[src/rtl/mbscore_alu_arbiter.sv]
// mbscore_alu_arbiter: round-robin sharing of one MBScore ALU between NUM_REQ requesters.
// Optional statistics counters (stat_ops, stat_wait) are enabled by defining
// MBSCORE_ALU_ARB_STATS_EN.
module mbscore_alu_arbiter #(
    parameter int unsigned NUM_REQ     = 2,
    parameter int unsigned DATA_WIDTH  = 32,
    parameter int unsigned OP_WIDTH    = 5,
    parameter int unsigned ALU_LATENCY = 1,
    parameter logic [OP_WIDTH-1:0] NOP_OP = OP_WIDTH'(5'h1F)
) (
    input  logic                           clk,
    input  logic                           rst,
    input  logic [NUM_REQ-1:0]             req_valid,
    output logic [NUM_REQ-1:0]             req_ready,
    input  logic [NUM_REQ*DATA_WIDTH-1:0]  req_a,
    input  logic [NUM_REQ*DATA_WIDTH-1:0]  req_b,
    input  logic [NUM_REQ*OP_WIDTH-1:0]    req_op,
    output logic [NUM_REQ-1:0]             resp_valid,
    input  logic [NUM_REQ-1:0]             resp_ready,
    output logic [DATA_WIDTH-1:0]          resp_data,
    output logic                           resp_cf,
    output logic [DATA_WIDTH-1:0]          alu_in_a,
    output logic [DATA_WIDTH-1:0]          alu_in_b,
    output logic [OP_WIDTH-1:0]            alu_op_type,
    input  logic [DATA_WIDTH-1:0]          alu_out,
    input  logic                           alu_cf,
    output logic                           busy
`ifdef MBSCORE_ALU_ARB_STATS_EN
    ,
    output logic [31:0]                    stat_ops,
    output logic [31:0]                    stat_wait
`endif
);

    localparam int unsigned GNT_W = (NUM_REQ > 1) ? $clog2(NUM_REQ) : 1;
    localparam int unsigned CNT_W = $clog2(ALU_LATENCY + 1);

    typedef enum logic [1:0] {
        ST_IDLE = 2'd0,
        ST_EXEC = 2'd1,
        ST_RESP = 2'd2
    } state_e;

    state_e                  state_q, state_d;
    logic [GNT_W-1:0]        rr_ptr_q, rr_ptr_d;
    logic [GNT_W-1:0]        grant_q, grant_d;
    logic [CNT_W-1:0]        cnt_q, cnt_d;
    logic [DATA_WIDTH-1:0]   alu_a_q, alu_a_d;
    logic [DATA_WIDTH-1:0]   alu_b_q, alu_b_d;
    logic [OP_WIDTH-1:0]     alu_op_q, alu_op_d;
    logic [NUM_REQ-1:0]      resp_valid_q, resp_valid_d;
    logic [DATA_WIDTH-1:0]   resp_data_q, resp_data_d;
    logic                    resp_cf_q, resp_cf_d;
    logic                    busy_q, busy_d;

    logic [DATA_WIDTH-1:0]   a_arr  [NUM_REQ];
    logic [DATA_WIDTH-1:0]   b_arr  [NUM_REQ];
    logic [OP_WIDTH-1:0]     op_arr [NUM_REQ];
    logic                    win_found;
    logic [GNT_W-1:0]        win_idx;
    logic [GNT_W-1:0]        scan_idx;

    // Unpack the flattened request buses into per-requester arrays
    always_comb begin
        for (int unsigned i = 0; i < NUM_REQ; i++) begin
            a_arr[i]  = req_a[i*DATA_WIDTH +: DATA_WIDTH];
            b_arr[i]  = req_b[i*DATA_WIDTH +: DATA_WIDTH];
            op_arr[i] = req_op[i*OP_WIDTH +: OP_WIDTH];
        end
    end

    // Round-robin winner: first valid requester scanning upward from rr_ptr
    always_comb begin
        win_found = 1'b0;
        win_idx   = '0;
        scan_idx  = '0;
        for (int unsigned k = 0; k < NUM_REQ; k++) begin
            scan_idx = GNT_W'((32'(rr_ptr_q) + k) % NUM_REQ);
            if (!win_found && req_valid[scan_idx]) begin
                win_found = 1'b1;
                win_idx   = scan_idx;
            end
        end
    end

    // Next-state and next-output logic for the IDLE -> EXEC -> RESP sequence
    always_comb begin
        state_d      = state_q;
        rr_ptr_d     = rr_ptr_q;
        grant_d      = grant_q;
        cnt_d        = cnt_q;
        alu_a_d      = alu_a_q;
        alu_b_d      = alu_b_q;
        alu_op_d     = alu_op_q;
        resp_valid_d = resp_valid_q;
        resp_data_d  = resp_data_q;
        resp_cf_d    = resp_cf_q;
        req_ready    = '0;
        case (state_q)
            ST_IDLE: begin
                if (win_found) begin
                    req_ready[win_idx] = 1'b1;
                    grant_d  = win_idx;
                    alu_a_d  = a_arr[win_idx];
                    alu_b_d  = b_arr[win_idx];
                    alu_op_d = op_arr[win_idx];
                    cnt_d    = CNT_W'(ALU_LATENCY);
                    state_d  = ST_EXEC;
                end
            end
            ST_EXEC: begin
                cnt_d = cnt_q - CNT_W'(1);
                if (cnt_q == CNT_W'(1)) begin
                    resp_data_d           = alu_out;
                    resp_cf_d             = alu_cf;
                    alu_op_d              = NOP_OP;
                    resp_valid_d[grant_q] = 1'b1;
                    state_d               = ST_RESP;
                end
            end
            ST_RESP: begin
                if (resp_ready[grant_q]) begin
                    resp_valid_d = '0;
                    rr_ptr_d     = (grant_q == GNT_W'(NUM_REQ - 1)) ? '0 : grant_q + GNT_W'(1);
                    state_d      = ST_IDLE;
                end
            end
            default: begin
                state_d = ST_IDLE;
            end
        endcase
        busy_d = (state_d != ST_IDLE);
    end

    // State and output registers with synchronous reset
    always_ff @(posedge clk) begin
        if (rst) begin
            state_q      <= ST_IDLE;
            rr_ptr_q     <= '0;
            grant_q      <= '0;
            cnt_q        <= '0;
            alu_a_q      <= '0;
            alu_b_q      <= '0;
            alu_op_q     <= NOP_OP;
            resp_valid_q <= '0;
            resp_data_q  <= '0;
            resp_cf_q    <= 1'b0;
            busy_q       <= 1'b0;
        end else begin
            state_q      <= state_d;
            rr_ptr_q     <= rr_ptr_d;
            grant_q      <= grant_d;
            cnt_q        <= cnt_d;
            alu_a_q      <= alu_a_d;
            alu_b_q      <= alu_b_d;
            alu_op_q     <= alu_op_d;
            resp_valid_q <= resp_valid_d;
            resp_data_q  <= resp_data_d;
            resp_cf_q    <= resp_cf_d;
            busy_q       <= busy_d;
        end
    end

    assign resp_valid  = resp_valid_q;
    assign resp_data   = resp_data_q;
    assign resp_cf     = resp_cf_q;
    assign alu_in_a    = alu_a_q;
    assign alu_in_b    = alu_b_q;
    assign alu_op_type = alu_op_q;
    assign busy        = busy_q;

`ifdef MBSCORE_ALU_ARB_STATS_EN
    logic [31:0] stat_ops_q, stat_ops_d;
    logic [31:0] stat_wait_q, stat_wait_d;

    // Completed-handshake and requester-stall counters, wrapping at 2^32
    always_comb begin
        stat_ops_d  = stat_ops_q;
        stat_wait_d = stat_wait_q;
        if (state_q == ST_RESP && resp_ready[grant_q]) begin
            stat_ops_d = stat_ops_q + 32'd1;
        end
        if (|(req_valid & ~req_ready)) begin
            stat_wait_d = stat_wait_q + 32'd1;
        end
    end

    // Statistics registers
    always_ff @(posedge clk) begin
        if (rst) begin
            stat_ops_q  <= '0;
            stat_wait_q <= '0;
        end else begin
            stat_ops_q  <= stat_ops_d;
            stat_wait_q <= stat_wait_d;
        end
    end

    assign stat_ops  = stat_ops_q;
    assign stat_wait = stat_wait_q;
`endif

endmodule

[config.mk]
export PLATFORM = sky130hd
export DESIGN_NAME = mbscore_alu_arbiter
export DESIGN_NICKNAME = d
export VERILOG_FILES = /design/src/rtl/mbscore_alu_arbiter.sv
export SDC_FILE = /design/constraint.sdc
export NUM_CORES = 1
export LEC_CHECK = 0
export ABC_AREA = 0
export ABC_CLOCK_PERIOD_IN_PS = 1800
export CORE_MARGIN = 10
export CORE_UTILIZATION = 39
export CTS_BUF_LIST = sky130_fd_sc_hd__clkbuf_8
export DETAILED_ROUTE_END_ITERATION = 6
export HOLD_SLACK_MARGIN = 0.15
export PLACE_DENSITY_LB_ADDON = 0.25
export REMOVE_ABC_BUFFERS = 1
export SLEW_MARGIN = 5
export SYNTH_ARGS = -nofsm -noshare
export SYNTH_HDL_FRONTEND = slang
export SYNTH_SLANG_ARGS = --single-unit
[constraint.sdc]
create_clock -name clk -period 1.8 [get_ports clk]
set_input_delay 0.36 -clock clk [delete_from_list [all_inputs] [get_ports clk]]
set_output_delay 0.36 -clock clk [all_outputs]
set_load 0.02 [all_outputs]
==> impl_metrics.ini, run 1 <==
[setup_path]
worstSetupPathType = reg2out
r2r_setup_slack_ps = 180
crit_path_end_kind = output port
start_kind = flop
crit_fanout = 2
cp.depth = 1
r2r_cells = 5
cpPeakStageDelay_ps = 650
cp.arrival_ps = 1380
crit_path_top_delay_cell = clkdlybuf4s50_1
critPathLaunch = alu_in_a[10]$_SDFFE_PP0P_
crit_path_cell_trace = clkdlybuf4s50_1
r2r_start = rr_ptr_q$_SDFFE_PP0P_
cp_num_buf_inv = 1
crit_required_ps = 1440
crit_end = alu_in_a[10]
critPathTopFamily = buffers and inverters
rr_endpoint = alu_in_b[8]$_SDFFE_PP0P_

[timing]
post-route-period-util_pct = 96.6
rsz0062_at_grt = no
setup_viol = 0
finalSetupTns_ps = 0
tightest_slew_ps = 372
max_slew_margin_pct = 75.2
hold_viol = 0
fin_hold_ws_ps = 333
fin_skew_ps = 17.8
max_freq_mhz = 575
slew_violations = 0
period_minus_slack_ps = 1740

[drt]
drc = 0
dr.first_iter.drc_count = 407
via_per_inst = 5.74
antenna_left = 0
drt-total-wl_um = 20500
drt-wirelength-per-cell_um = 20.1
via_count = 5844
first_pass_iters = 6

[floorplanning]
die_h_um = 132
fp.dieW_um = 132
initial_core_util_pct = 40.5
coreArea_um2 = 12200
die_area_um2 = 17500
row_count = 40
pin_count = 284

[grt]
grtUsageTotal_pct = 22.0
grt_pass1_vias = 5870
antenna_found_initial = 0
grt.overflow.total = 0
grt_pass1_wl_um = 31900
grt_max_degree = 76

[synth]
yosysUniqueCellTypes = 36
ys_seq_area_share_pct = 44.7
synth_edf_count = 0
synth_area_leader_cell = dfxtp_1
avgSynthCellArea_um2 = 8.27
synthFlopType = dfxtp_1
syn_area_um2 = 4920
synth-seq-cells = 110
synth-warning-count = 0
async_reset_ff_share_pct = 0
synthCells = 595
synth_top_area_share_pct = 44.7
synth_area_leaders = dfxtp_1 (45%), nand4_1 (8.9%), a21oi_1 (6.8%)

[placement]
post_dp_cell_area_um2 = 7920
gp_congestion = 0.853
dp_cells = 1002
place_hpwl_um = 15100
port_buffers = 283

[clock_network]
cts_root_buf = clkbuf_8
path_clk_slew_ps = 110
cts_made_buffers = 9
clock_latency_ps = 360
cts_tree = done
cts.htree.levels = 3
cts.sinks = 110
clockBufferDepth = 2

[cells_and_area]
layout-drive-gt1-share_pct = 7.53
final_cells = 1018
synthToLayoutAreaGrowth_pct = 64.8
fill_cells = 985
layout.nets = 1022
seqCellArea_um2 = 2200
n_antenna_cell = 0
final_area_um2 = 8110
multi_input_area_um2 = 2360

[outcome]
status = finished, final reports clean

[min_path]
hp-start = req_valid[1]
worstHoldPathType = in2reg

[power]
p_leak_nw = 2.78
power_density_nw_per_um2 = 789
total_power_w = 0.00640
ir_drop_v = 0.000336

[job]
drv_cap = 0
-- cell usage after synthesis, types with 4 or more instances --
library cell	number
o21ai_0	55
and3_1	6
nor2b_1	4
a311oi_2	10
nand3_1	31
clkbuf_1	33
o32a_1	5
a21boi_0	5
inv_1	5
nand4_1	70
clkbuf_2	4
buf_2	32
o21ai_1	11
nand2_1	68
a31oi_1	35
a311oi_1	19
a21oi_1	67
dfxtp_1	110
-- registers in the layout (all words and copies together) (netlist names) --
register / cells
grant_q: 1
alu_in_a: 32
resp_valid: 2
busy: 1
rr_ptr_q: 1
alu_in_b: 32
cnt_q: 1
state_q: 2
resp_data: 32
alu_op_type: 5
resp_cf: 1
-- cells by family after synthesis --
kind of cell | after synthesis | share of synthesized area, %
mux | 1 | 0.203
compound gates | 213 | 27.5
buf+inv | 80 | 7.55
flops | 110 | 44.7
simple gates | 191 | 20.1
-- what timing repair did --
item	CTS	global route
hold endpoints to repair	0	0
hold buffers	0	0
pin swaps	0	1
setup buffers	0	0
setup endpoints to repair	4	3
resized for setup	7	1
-- power breakdown --
part / internal, W / switching (W) / total (W)
logic: 0.00105 / 0.00111 / 0.00216
clock network: 0.000627 / 0.000828 / 0.00146
registers: 0.00266 / 0.000124 / 0.00279
-- worst min path at each step --
stage                                     end  slack, ps  cells after the start
floorplan           alu_in_a[31]$_SDFFE_PP0P_        430                      1
global placement    resp_data[5]$_SDFFE_PP0P_        440                      2
detailed placement  resp_data[1]$_SDFFE_PP0P_        450                      2
CTS                 alu_in_a[20]$_SDFFE_PP0P_        320                      3
global route        alu_in_a[20]$_SDFFE_PP0P_        330                      3
finish              alu_in_a[20]$_SDFFE_PP0P_        330                      3
-- cell usage in the layout (no fill, tap or decap), drive strengths merged, types with 2 or more instances in the layout --
| cell | n |
|---|---|
| nor2 | 4 |
| nand3 | 31 |
| o32a | 5 |
| nor3 | 2 |
| a21oi | 67 |
| a21boi | 5 |
| clkinvlp | 2 |
| and3 | 6 |
| clkdlybuf4s50 | 278 |
| and3b | 2 |
| a311oi | 29 |
| clkdlybuf4s15 | 2 |
| buf | 33 |
| nand2 | 68 |
| dfxtp | 110 |
| or2 | 2 |
| nor2b | 4 |
| nand4 | 70 |
| o21ai | 66 |
| clkbuf | 9 |
| inv | 9 |
| a31oi | 35 |
-- metrics by stage --
stage | worst slack, ps | util [%]
5_1_grt | 9.41 | 66.7
2_1_floorplan | -1440 | -
6_report | 61.2 | 66.7
4_1_cts | 37.7 | 66.7
3_5_place_dp | -384 | 65.1
3_3_place_gp | -373 | 65.1
-- layout make-up --
type,count,share of cell area [%]
Clock buffer,9,1.53
Tap cell,168,2.59
Inverter,5,0.231
Clock inverter,7,0.740
Timing Repair Buffer,314,38.7
Multi-Input combinational cell,405,29.1
Sequential cell,110,27.1
-- layer usage --
layer | vias up | routed length (um) | GRT usage, %
met5 | - | 0 | 0
met4 | 0 | 955 | 11.9
met3 | 59 | 1780 | 6.97
met2 | 324 | 9620 | 36.4
met1 | 2738 | 8090 | 24.5
li1 | 2723 | - | -
(Power assumes the default switching activity.)
==> run 2: changes to the inputs <==
- RECOVER_POWER: not set -> 25
==> run 2 against run 1 <==
Wire length down 0.11%. First-iteration DRC count down 10%. Highest routed layer unchanged. Non-clock buffer count unchanged.
==> impl_metrics.ini, run 2 (same netlist as run 1, synthesis figures left out) <==
[drt]
top_layer_used = met4
dr.first_iter.drc_count = 366
drt-wirelength-per-cell_um = 20.1
dr_wl_met3_um = 1770
drt-total-wl_um = 20400
wl_met1_um = 8100
wl_met2_um = 9610
via_count = 5824
antenna_left = 0
via_per_inst = 5.72
drc = 0
first_pass_iters = 5

[setup_path]
cpPeakStageDelay_ps = 640
r2r_cells = 5
r2r_start = state_q[1]$_SDFF_PP0_
critPathTopFamily = buffers and inverters
crit_path_end_kind = output port
crit_path_cell_trace = clkdlybuf4s50_1
crit_required_ps = 1440
crit_path_top_delay_cell = clkdlybuf4s50_1
crit_fanout = 2
start_kind = flop
worstSetupPathType = reg2out
cp.arrival_ps = 1370
rr_endpoint = resp_data[30]$_SDFFE_PP0P_
cp_num_buf_inv = 1
r2r_setup_slack_ps = 160

[grt]
grt_pass1_vias = 5870
grt_pass1_wl_um = 31900
grt_max_degree = 76
antenna_found_initial = 0
grtUsageTotal_pct = 22.0
grt.overflow.total = 0

[placement]
port_buffers = 283
gp_congestion = 0.853
place_hpwl_um = 15100
post_dp_cell_area_um2 = 7920

[cells_and_area]
mostFrequentLayoutCell = clkdlybuf4s50_1
fill_cells = 987
layout.nets = 1022
fin_util_pct = 66.6
final_cell_mix = clkdlybuf4s50_1 (278), dfxtp_1 (110), nand4_1 (70)
final_area_um2 = 8100
layout-drive-gt1-share_pct = 7.53
n_antenna_cell = 0
synthToLayoutAreaGrowth_pct = 64.6

[min_path]
worstHoldPathType = in2reg
min_path_cells = 3
min_to = alu_in_a[20]$_SDFFE_PP0P_
hp-start = req_valid[1]

[clock_network]
cts_tree = done
clock_latency_ps = 360
cts_root_buf = clkbuf_8
path_clk_slew_ps = 110
cts.htree.levels = 3
clockBufferDepth = 2
cts.sinks = 110
cts-hold-fix-buffers = 0
cts_made_buffers = 9

[timing]
max_slew_margin_pct = 55.4
hold_viol = 0
max_freq_mhz = 578
period_minus_slack_ps = 1730
post-route-period-util_pct = 96.0
fin_skew_ps = 17.9
tightest_slew_ps = 669
slew_violations = 0
setup_viol = 0
rsz0062_at_grt = no

[floorplanning]
row_count = 40
initial_core_util_pct = 40.5
die_area_um2 = 17500
pin_count = 284
die_h_um = 132
fp.dieW_um = 132
coreArea_um2 = 12200

[power]
power_density_nw_per_um2 = 789
total_power_w = 0.00640
ir_drop_v = 0.000333
p_leak_nw = 2.78

[outcome]
status = finished, final reports clean

[job]
drv_cap = 0
-- run 2: cell types whose count changed in the layout (fill, tap and decap cells not counted), sizes merged --
cell,before,now
buf,33,29
clkbuf,9,13
-- run 2: power breakdown --
part           internal (W)  switching (W)
Clock              0.000627       0.000829
Sequential          0.00266       0.000123
Combinational       0.00105        0.00111
Total               0.00434        0.00206
-- run 2: cell type report --
type,count,area [um^2],area share (%)
clock buffers,9,124,1.53
clock inverters,7,60.1,0.741
inverters,5,18.8,0.232
multi-input cells,405,2360,29.1
flip-flops and latches,110,2200,27.2
well taps,168,210,2.59
repair buffers,314,3130,38.6
-- run 2: tightest hold or removal path: cells and delay by family --
| kind | cells | cell delay, ps |
|---|---|---|
| buffers and inverters | 1 | 150 |
| and+or+nand+nor | 1 | 80 |
| AOI/OAI and AO/OA | 1 | 60 |
-- run 2: worst max-delay path by stage --
stage                                             end                       from  cells after the start
after floorplan           alu_op_type[0]$_SDFFE_PP1P_      state_q[0]$_SDFF_PP0_                      3
final                                    alu_in_a[10]  alu_in_a[10]$_SDFFE_PP0P_                      1
after detailed placement    alu_in_b[17]$_SDFFE_PP0P_               req_valid[0]                      6
after global placement                   req_ready[1]               req_valid[0]                      5
after CTS                                alu_in_b[15]  alu_in_b[15]$_SDFFE_PP0P_                      1
after global routing                      alu_in_a[2]   alu_in_a[2]$_SDFFE_PP0P_                      1
-- run 2: metal layers --
metal | up-vias | GRT usage [%]
met5 | - | 0
met4 | 0 | 11.9
met3 | 57 | 6.97
met2 | 316 | 36.4
met1 | 2731 | 24.5
li1 | 2720 | -
-- run 2: stage by stage --
step                      hold WS [ps]  setup slack [ps]  TNS, ps  instances
after floorplan                    428             -1440   -72170        520
after global placement             441              -373   -18580       1002
after detailed placement           447              -384   -19740       1002
after CTS                          319              37.7        0       1018
after global routing               331              9.41        0       1018
final                              335              71.3        0       1018
-- run 2: repair_timing --
| item | in CTS | in global routing |
|---|---|---|
| endpoints found under the setup margin | 4 | 3 |
| pin swaps | 0 | 1 |
| setup buffers | 0 | 0 |
| resized for setup | 7 | 1 |
==> run 3: changes to the inputs <==
- ABC_CLOCK_PERIOD_IN_PS: 1800 -> 1540
- CORE_UTILIZATION: 39 -> 36
- clock period: 1.8 -> 1.54 ns (I/O delays scaled with it)
==> run 3 against run 2 <==
The run now ends with setup timing left. Sequential share of layout area up 0.24 points. Sequential cell count unchanged. Clock skew down 10 ps. Core utilization down 6.2 points. Worst hold slack better by 25 ps. First-iteration DRC count down 11%. Final cell count up 0.69%. Non-clock buffer count unchanged. Via count down 0.52%. Sequential power up 16%. Critical path depth up 2. Worst setup slack worse by 72 ps. Critical path type unchanged. Highest routed layer unchanged.
==> impl_metrics.ini, run 3 (same netlist as run 1, synthesis figures left out) <==
[power]
power_density_nw_per_um2 = 899
ir_drop_v = 0.000417
total_power_w = 0.00723
p_leak_nw = 3.18

[placement]
gp_congestion = 0.835
place_hpwl_um = 15200
place_ws_ps = -510
port_buffers = 283
post_dp_cell_area_um2 = 7930
dp_cells = 1010

[timing]
period_minus_slack_ps = 1540
hold_viol = 0
timing.final.ws_setup_ps = -0.427
setup_viol = 1
max_slew_margin_pct = 64.5
slew_violations = 0
post-route-period-util_pct = 100
fin_hold_ws_ps = 360
rsz0062_at_grt = yes
fin_skew_ps = 7.78
tightest_slew_ps = 533
max_freq_mhz = 649

[grt]
grtUsageTotal_pct = 20.9
grt_pass1_wl_um = 31600
grt_max_degree = 104
grt_pass1_vias = 5804
grt.overflow.total = 0
antenna_found_initial = 0

[setup_path]
cpPeakStageDelay_ps = 350
critPathTopFamily = simple AND/OR/NAND/NOR gates
start_kind = flop
cp_num_buf_inv = 1
worstSetupPathType = reg2out
cp.arrival_ps = 1230
crit_fanout = 4
crit_path_end_kind = output port
crit_required_ps = 1230
crit_path_cell_trace = nor2_4 -> and3_4 -> buf_6
crit_path_top_delay_cell = dfxtp_2

[cells_and_area]
synthToLayoutAreaGrowth_pct = 63.3
layout.nets = 1022
final_cell_mix = clkdlybuf4s50_1 (173), dfxtp_1 (109), dlygate4sd2_1 (106)
mostFrequentLayoutCell = clkdlybuf4s50_1
final_area_um2 = 8040
final_cells = 1025
layout-drive-gt1-share_pct = 8.36
n_antenna_cell = 0

[clock_network]
cts-hold-fix-buffers = 0
clock_latency_ps = 370
cts_made_buffers = 9
clockBufferDepth = 2
cts_tree = done
cts.sinks = 110
cts.htree.levels = 3
cts_root_buf = clkbuf_8
path_clk_slew_ps = 100

[floorplanning]
coreArea_um2 = 13300
pin_count = 284
initial_core_util_pct = 37.0
die_h_um = 137
die_area_um2 = 18700
row_count = 42
fp.dieW_um = 137

[drt]
drt-total-wl_um = 20700
via_per_inst = 5.65
dr.first_iter.drc_count = 324
via_count = 5794
drc = 0
drt-wirelength-per-cell_um = 20.2
antenna_left = 0
first_pass_iters = 5

[min_path]
worstHoldPathType = in2reg

[job]
drv_cap = 0

[outcome]
violations = setup timing
status = finished, violations left
-- run 3: final timing paths --
check / from / end / slack (ps) / cells after the start
worst max register to register: state_q[1]$_SDFF_PP0_ / alu_in_a[17]$_SDFFE_PP0P_ / 60 / 5
worst max-delay path: state_q[0]$_SDFF_PP0_ / req_ready[0] / -0.4 / 3
worst min-delay path: req_valid[1] / grant_q$_SDFFE_PP0P_ / 360 / 4
worst min register to register: resp_data[26]$_SDFFE_PP0P_ / resp_data[26]$_SDFFE_PP0P_ / 460 / 2
-- run 3: tightest hold or removal path: cells and delay by family --
family | cells | cell delay (ps)
buffers and inverters | 2 | 250
AND/OR/NAND/NOR | 1 | 80
AO/OA/AOI/OAI | 1 | 50
-- run 3: timing repair --
action | in CTS | in global routing
pin swaps | 1 | 4
resized for setup | 124 | 17
buffers inserted | 0 | 0
endpoints found under the setup margin | 157 | 40
-- run 3: per-layer routing --
layer	track usage [%]	vias to the layer above	share of wire, %
li1	-	2729	-
met1	23.8	2747	39
met2	35.1	278	49
met3	7.62	40	9.8
met4	7.96	0	3.0
met5	0	-	0
-- run 3: power by group --
group	internal [W]	switching [W]
Sequential	0.00311	0.000139
Combinational	0.00109	0.00132
Clock	0.000614	0.000947
Total	0.00482	0.00241
-- run 3: layout make-up --
type | instances | area, um^2
inverters | 5 | 18.8
multi-input cells | 405 | 2380
clock buffers | 10 | 138
repair buffers | 314 | 3050
well taps | 176 | 220
flip-flops and latches | 110 | 2200
clock inverters | 5 | 28.8
fillers | 1189 | 5260
-- run 3: metrics by stage --
stage | setup TNS, ps | utilization (%)
after floorplan | -90790 | -
after global placement | -26390 | 59.7
after detailed placement | -29570 | 59.7
after CTS | -58.5 | 60.1
after global routing | -733 | 60.4
final | -0.427 | 60.4
